### src/rtl/cmlink_pkg.sv
`default_nettype none
// ============================================================================
//  Module      : cmlink_pkg
//  Description : Shared types and constants for the Camera Link receive path:
//                lane geometry, forwarded-clock frame pattern and the
//                word-alignment FSM state encoding.
//  Revision    : 1.0 - initial release
// ============================================================================
package cmlink_pkg;

    // Number of data lanes and bits per deserialized word
    localparam int CMLINK_LANES = 4;
    localparam int CMLINK_BITS  = 7;

    // Forwarded-clock lane word once correctly framed (4 high, 3 low)
    localparam logic [CMLINK_BITS-1:0] CMLINK_CLK_PATTERN = 7'b1100011;

    // Word-alignment controller states
    typedef enum logic [2:0] {
        ST_RST_HOLD  = 3'd0,
        ST_SETTLE    = 3'd1,
        ST_CHECK     = 3'd2,
        ST_SLIP      = 3'd3,
        ST_SLIP_WAIT = 3'd4,
        ST_LOCKED    = 3'd5
    } align_state_t;

    // Largest of three counts; sizes the shared phase counter
    function automatic int cmlink_max3(input int a, input int b, input int c);
        int m;
        m = a;
        if (b > m) m = b;
        if (c > m) m = c;
        return m;
    endfunction

endpackage : cmlink_pkg
`default_nettype wire

### src/rtl/cmlink_rx_align_ctrl.sv
`default_nettype none
// ============================================================================
//  Module      : cmlink_rx_align_ctrl
//  Description : Camera Link receive word-alignment controller. Sequences the
//                deserializer out of io_reset, then bitslips all lanes until
//                the forwarded-clock lane shows the frame pattern, declares
//                lock and re-aligns after a burst of pattern errors.
//  Revision    : 1.0 - initial release
// ============================================================================
module cmlink_rx_align_ctrl
    import cmlink_pkg::*;
#(
    parameter int                      RST_CYCLES    = 16,
    parameter int                      SETTLE_CYCLES = 8,
    parameter int                      SLIP_WAIT     = 4,
    parameter int                      LOCK_MATCHES  = 16,
    parameter int                      ERR_THRESH    = 4,
    parameter int                      MAX_SLIPS     = 14,
    parameter logic [CMLINK_BITS-1:0]  CLK_PATTERN   = CMLINK_CLK_PATTERN
) (
    input  logic                   i_clk,
    input  logic                   i_rstn,
    input  logic [CMLINK_BITS-1:0] i_clk_word,
    input  logic                   i_relock,
    output logic                   o_io_reset,
    output logic                   o_clock_enable,
    output logic [CMLINK_LANES:0]  o_bitslip,
    output logic                   o_locked,
    output logic                   o_align_err,
    output logic [7:0]             o_slip_cnt
);

    // Shared phase counter covers reset hold, settle and post-slip wait
    localparam int CNT_MAX = cmlink_max3(RST_CYCLES, SETTLE_CYCLES, SLIP_WAIT);
    localparam int CNT_W   = (CNT_MAX > 1) ? $clog2(CNT_MAX) : 1;
    localparam int MATCH_W = $clog2(LOCK_MATCHES + 1);
    localparam int ERR_W   = $clog2(ERR_THRESH + 1);

    // Terminal values: each phase counts 0 .. N-1
    localparam logic [CNT_W-1:0]   C_RST_LAST    = CNT_W'(RST_CYCLES - 1);
    localparam logic [CNT_W-1:0]   C_SETTLE_LAST = CNT_W'(SETTLE_CYCLES - 1);
    localparam logic [CNT_W-1:0]   C_WAIT_LAST   = CNT_W'(SLIP_WAIT - 1);
    localparam logic [MATCH_W-1:0] C_MATCH_LAST  = MATCH_W'(LOCK_MATCHES - 1);
    localparam logic [ERR_W-1:0]   C_ERR_LAST    = ERR_W'(ERR_THRESH - 1);
    localparam logic [7:0]         C_MAX_SLIPS   = 8'((MAX_SLIPS > 255) ? 255 : MAX_SLIPS);

    align_state_t       r_state;
    logic [CNT_W-1:0]   r_cnt;
    logic [MATCH_W-1:0] r_match_cnt;
    logic [ERR_W-1:0]   r_err_cnt;
    logic [7:0]         r_slip_cnt;
    logic               r_io_reset;
    logic               r_clock_enable;
    logic               r_slip;
    logic               r_locked;
    logic               r_align_err;

    logic               w_match;
    logic [7:0]         w_slip_next;

    // Frame-pattern comparator on the forwarded-clock lane
    assign w_match = (i_clk_word == CLK_PATTERN);

    // Saturating next value of the slip counter
    assign w_slip_next = (r_slip_cnt == 8'hFF) ? 8'hFF : (r_slip_cnt + 8'd1);

    // Alignment FSM with its counters and registered outputs.
    // Slip count and bitslip pulse are updated on entry to SLIP so that the
    // registered pulse and count are visible during the SLIP cycle itself.
    always_ff @(posedge i_clk or negedge i_rstn) begin
        if (!i_rstn) begin
            r_state        <= ST_RST_HOLD;
            r_cnt          <= '0;
            r_match_cnt    <= '0;
            r_err_cnt      <= '0;
            r_slip_cnt     <= 8'd0;
            r_io_reset     <= 1'b1;
            r_clock_enable <= 1'b0;
            r_slip         <= 1'b0;
            r_locked       <= 1'b0;
            r_align_err    <= 1'b0;
        end else begin
            r_slip <= 1'b0;
            if (i_relock) begin
                // Restart bring-up; slip history and error flag are kept
                r_state        <= ST_RST_HOLD;
                r_cnt          <= '0;
                r_match_cnt    <= '0;
                r_err_cnt      <= '0;
                r_io_reset     <= 1'b1;
                r_clock_enable <= 1'b0;
                r_locked       <= 1'b0;
            end else begin
                case (r_state)
                    ST_RST_HOLD: begin
                        if (r_cnt == C_RST_LAST) begin
                            r_state        <= ST_SETTLE;
                            r_cnt          <= '0;
                            r_io_reset     <= 1'b0;
                            r_clock_enable <= 1'b1;
                        end else begin
                            r_cnt <= r_cnt + CNT_W'(1);
                        end
                    end

                    ST_SETTLE: begin
                        if (r_cnt == C_SETTLE_LAST) begin
                            r_state     <= ST_CHECK;
                            r_cnt       <= '0;
                            r_match_cnt <= '0;
                        end else begin
                            r_cnt <= r_cnt + CNT_W'(1);
                        end
                    end

                    ST_CHECK: begin
                        if (w_match) begin
                            if (r_match_cnt == C_MATCH_LAST) begin
                                r_state     <= ST_LOCKED;
                                r_match_cnt <= '0;
                                r_err_cnt   <= '0;
                                r_locked    <= 1'b1;
                                r_slip_cnt  <= 8'd0;
                                r_align_err <= 1'b0;
                            end else begin
                                r_match_cnt <= r_match_cnt + MATCH_W'(1);
                            end
                        end else begin
                            r_state     <= ST_SLIP;
                            r_match_cnt <= '0;
                            r_slip      <= 1'b1;
                            r_slip_cnt  <= w_slip_next;
                            if (w_slip_next >= C_MAX_SLIPS) begin
                                r_align_err <= 1'b1;
                            end
                        end
                    end

                    ST_SLIP: begin
                        r_state <= ST_SLIP_WAIT;
                        r_cnt   <= '0;
                    end

                    ST_SLIP_WAIT: begin
                        // Deserializer output is in flux here; word ignored
                        if (r_cnt == C_WAIT_LAST) begin
                            r_state     <= ST_CHECK;
                            r_cnt       <= '0;
                            r_match_cnt <= '0;
                        end else begin
                            r_cnt <= r_cnt + CNT_W'(1);
                        end
                    end

                    ST_LOCKED: begin
                        if (w_match) begin
                            r_err_cnt <= '0;
                        end else if (r_err_cnt == C_ERR_LAST) begin
                            r_state     <= ST_CHECK;
                            r_cnt       <= '0;
                            r_match_cnt <= '0;
                            r_err_cnt   <= '0;
                            r_locked    <= 1'b0;
                        end else begin
                            r_err_cnt <= r_err_cnt + ERR_W'(1);
                        end
                    end

                    default: begin
                        r_state        <= ST_RST_HOLD;
                        r_cnt          <= '0;
                        r_match_cnt    <= '0;
                        r_err_cnt      <= '0;
                        r_io_reset     <= 1'b1;
                        r_clock_enable <= 1'b0;
                        r_locked       <= 1'b0;
                    end
                endcase
            end
        end
    end

    // Registered outputs; one slip pulse drives every lane's bitslip
    assign o_io_reset     = r_io_reset;
    assign o_clock_enable = r_clock_enable;
    assign o_bitslip      = {(CMLINK_LANES + 1){r_slip}};
    assign o_locked       = r_locked;
    assign o_align_err    = r_align_err;
    assign o_slip_cnt     = r_slip_cnt;

endmodule : cmlink_rx_align_ctrl
`default_nettype wire

### config.mk
export PLATFORM = sky130hd
export DESIGN_NAME = cmlink_rx_align_ctrl
export DESIGN_NICKNAME = d
export VERILOG_FILES = /design/src/rtl/cmlink_pkg.sv /design/src/rtl/cmlink_rx_align_ctrl.sv
export SDC_FILE = /design/constraint.sdc
export NUM_CORES = 1
export LEC_CHECK = 0
export CORE_MARGIN = 2
export CORE_UTILIZATION = 62
export CTS_BUF_LIST = sky130_fd_sc_hd__clkbuf_16
export DETAILED_ROUTE_END_ITERATION = 6
export DONT_BUFFER_PORTS = 1
export PLACE_DENSITY = 0.83
export REMOVE_ABC_BUFFERS = 1
export SYNTH_ARGS = -nofsm -noshare
export SYNTH_HDL_FRONTEND = slang
export SYNTH_SLANG_ARGS = --single-unit
### constraint.sdc
create_clock -name i_clk -period 2.3 [get_ports i_clk]
set_input_delay 0.575 -clock i_clk [delete_from_list [all_inputs] [get_ports i_clk]]
set_output_delay 0.575 -clock i_clk [all_outputs]
set_load 0.05 [all_outputs]
==> flow_metrics.env <==
export IMPL_drv_slew=0
export IMPL_synth_flop_cell="dfrtp_1"
export IMPL_cp_arrival_ps=2200
export IMPL_slew_headroom_pct=45.5
export IMPL_fp_dieArea_um2=3180
export IMPL_synth_area_per_cell_um2=9.42
export IMPL_grt_ovfl_total=0
export IMPL_tightest_slew_ps=807
export IMPL_clk_pin_slew_ps=70
export IMPL_die_y_um=56.4
export IMPL_antenna_found_initial=0
export IMPL_coreArea_um2=2690
export IMPL_num_antenna_cells=0
export IMPL_synth_largest_area_cell="dfrtp_1"
export IMPL_grt_pass1_wl_um=6540
export IMPL_critPathMaxFanout=11
export IMPL_fmax_ghz=0.489
export IMPL_drtIter0Drc=94
export IMPL_drc_errors=0
export IMPL_synth_top_family_by_area="simple AND/OR/NAND/NOR gates"
export IMPL_port_buffers=0
export IMPL_synth_fa_ha_area_share_pct=2.94
export IMPL_p_per_area_nw_per_um2=966
export IMPL_mostFrequentLayoutCell="dfrtp_1"
export IMPL_placed_area_um2=1770
export IMPL_synth_cell_types=57
export IMPL_fin_area_um2=1890
export IMPL_syn_to_final_growth_pct=11.1
export IMPL_cp_start_kind="flop"
export IMPL_synthTopCellsByArea="dfrtp_1 (40%), a21oi_1 (5.0%), ha_1 (2.9%)"
export IMPL_initial_core_util_pct=63.4
export IMPL_synth_cells=181
export IMPL_die_w_um=56.4
export IMPL_fin_crit_ps=2050
export IMPL_clock_skew_ps=3.34
export IMPL_setup_tns_ps=0
export IMPL_status="complete, no violations"
export IMPL_hold_path_class="in -> async"
export IMPL_firstDrtPassIters=4
export IMPL_cts_root_buf="clkbuf_16"
export IMPL_power_mw=1.83
export IMPL_cts_buffer_depth=2
export IMPL_synthMuxAreaShare_pct=1.91
export IMPL_synth_xor_area_share_pct=0
export IMPL_cp_end_kind="flop"
export IMPL_grt_max_degree=28
export IMPL_synth_compound_area_share_pct=23.1
export IMPL_leakagePower_nw=0.840
export IMPL_finalSetupViolCount=0
export IMPL_stdcell_count=216
export IMPL_synth_top_area_share_pct=39.6
export IMPL_cts_tree="yes"
export IMPL_slowest_delay_ps=530
export IMPL_cts_htree_levels=1
export IMPL_ys_warn_count=0
export IMPL_seq_area_frac_synth_pct=41.2
export IMPL_synth_simple_area_share_pct=25.8
export IMPL_period_share_pct=89.0
export IMPL_fillers=200
export IMPL_crit_chain="nor4b_4 > o21ai_2 > buf_4 > or4_1 > o211a_1"
export IMPL_post_drt_wl_per_cell_um=17.7
export IMPL_synthArstFlopShare_pct=100
export IMPL_netlist_area_um2=1700
export IMPL_drt_wl_total_um=3820
export IMPL_mostFrequentLayoutCells="dfrtp_1 (26), a21oi_1 (17), nor2_1 (10), nand3_1 (10), buf_4 (9)"
export IMPL_ctsResizeCount=0
export IMPL_ant_nets=0
export IMPL_worstSkewPairLatency_ps=270
export IMPL_ys_seq_elements=28
export IMPL_slowest_stage="or4_1"
export IMPL_post_cts_setup_buffer_count=0
export IMPL_vias_per_cell=6.94
export IMPL_rsz0062_at_grt="false"
export IMPL_hold_viol_final=0
export IMPL_vias=1500
export IMPL_drv_cap=0
export IMPL_rows=19
export IMPL_place_hpwl_um=2710
export IMPL_setup_ws_ps=253
export IMPL_cts_buffers=3
export IMPL_gp_congestion=0.883
export IMPL_irDropWorstVdd_mv=0.971
export IMPL_grt_use_total_pct=25.7
export IMPL_io_pins=27
export IMPL_critPathKind="reg -> reg"
export IMPL_cts_sinks=28
export IMPL_place_inst=211
export IMPL_place_worst_setup_slack_ps=278
export IMPL_drive_above_1_share_pct=13.5
export IMPL_grt_pass1_vias=1525
export IMPL_synth_edf_count=0
export IMPL_worst_ep_required_time_ps=2460
export IMPL_nNetsFinal=200
power breakdown:
group          switching [mW]  leakage, nW  internal [mW]  total [mW]
sequential             0.0942        0.374          0.566       0.660
clock                   0.169       0.0511          0.347       0.516
combinational           0.414        0.415          0.239       0.653
total                   0.677        0.840           1.15        1.83
Yosys cell counts, types with 2 or more instances:
cell / number
and3_1: 4
nor2_1: 10
nor3b_1: 2
mux2_2: 2
nor2b_1: 7
nand3_1: 10
or4_1: 2
o211ai_1: 3
a41oi_1: 2
dfrtp_1: 27
nand2_1: 8
and3b_1: 2
a31oi_1: 2
a21oi_1: 17
o21a_1: 2
ha_1: 4
clkbuf_1: 3
buf_2: 3
buf_4: 5
o21ai_0: 7
a21o_1: 3
nand4_1: 3
nor3_1: 6
o31ai_1: 2
inv_1: 5
or2_2: 2
a22o_1: 3
and4b_1: 2
nand3b_1: 2
nand2b_1: 4
sequential cells by signal, summed over array words and instances, names as in the netlist:
register        flops
o_align_err         1
o_clock_enable      1
o_io_reset          1
o_locked            1
o_slip_cnt          8
r_cnt               4
r_err_cnt           3
r_match_cnt         5
r_slip              1
r_state             3
per-stage QoR:
stage	utilization, %	hold WS, ps
2_1_floorplan	-	279
3_3_place_gp	65.8	280
3_5_place_dp	65.8	280
4_1_cts	70.5	128
5_1_grt	70.5	127
6_report	70.5	119
layer usage:
layer | vias up | part of all wire, % | GRT usage [%]
met3 | 9 | 7.2 | 5.76
met5 | - | 0 | 0
li1 | 697 | - | -
met2 | 73 | 51 | 44.0
met1 | 721 | 40 | 30.4
met4 | 0 | 1.5 | 11.9
path summary, 6_finish.rpt:
kind | startpoint | end | slack (ps) | cells after the start
worst max register to register | r_state[2]$_DFFE_PN0P_ | o_slip_cnt[7]$_DFFE_PN0P_ | 250 | 5
worst min register to register | r_cnt[0]$_DFFE_PN0P_ | r_cnt[0]$_DFFE_PN0P_ | 500 | 1
worst max-delay path | r_state[2]$_DFFE_PN0P_ | o_slip_cnt[7]$_DFFE_PN0P_ | 250 | 5
worst min-delay path | i_rstn | o_slip_cnt[6]$_DFFE_PN0P_ | 120 | 1
max in group asynchronous | i_rstn | r_slip$_DFF_PN0_ | 2020 | 1
min in group i_clk | i_relock | o_clock_enable$_DFFE_PN0P_ | 370 | 1
cell families after synthesis:
logic type / after synthesis
buffers and inverters: 17
multiplexers: 3
AO/OA/AOI/OAI: 57
adder cells (fa/ha/maj): 4
AND/OR/NAND/NOR: 72
flip-flops: 28
cell type report:
cell class	instances	area (µm²)	share of cell area [%]
tap	31	38.8	2.05
inverter	6	22.5	1.19
clock buffer	3	75.1	3.97
multi-input combinational	136	916	48.4
timing repair buffer	11	108	5.68
sequential	28	703	37.1
clock inverter	1	30.0	1.59
worst max-delay path, delay by kind of cell (launching register included):
family,cells,cell delay (ps)
buffers and inverters,1,200
AO/OA/AOI/OAI,2,270
flip-flops,1,500
AND/OR/NAND/NOR,2,970
timing repair:
item,4_1_cts,5_1_grt
hold buffers,1,0
setup endpoints to repair,0,0
endpoints found under the hold margin,27,0
Power figures use the tool's default switching activity.
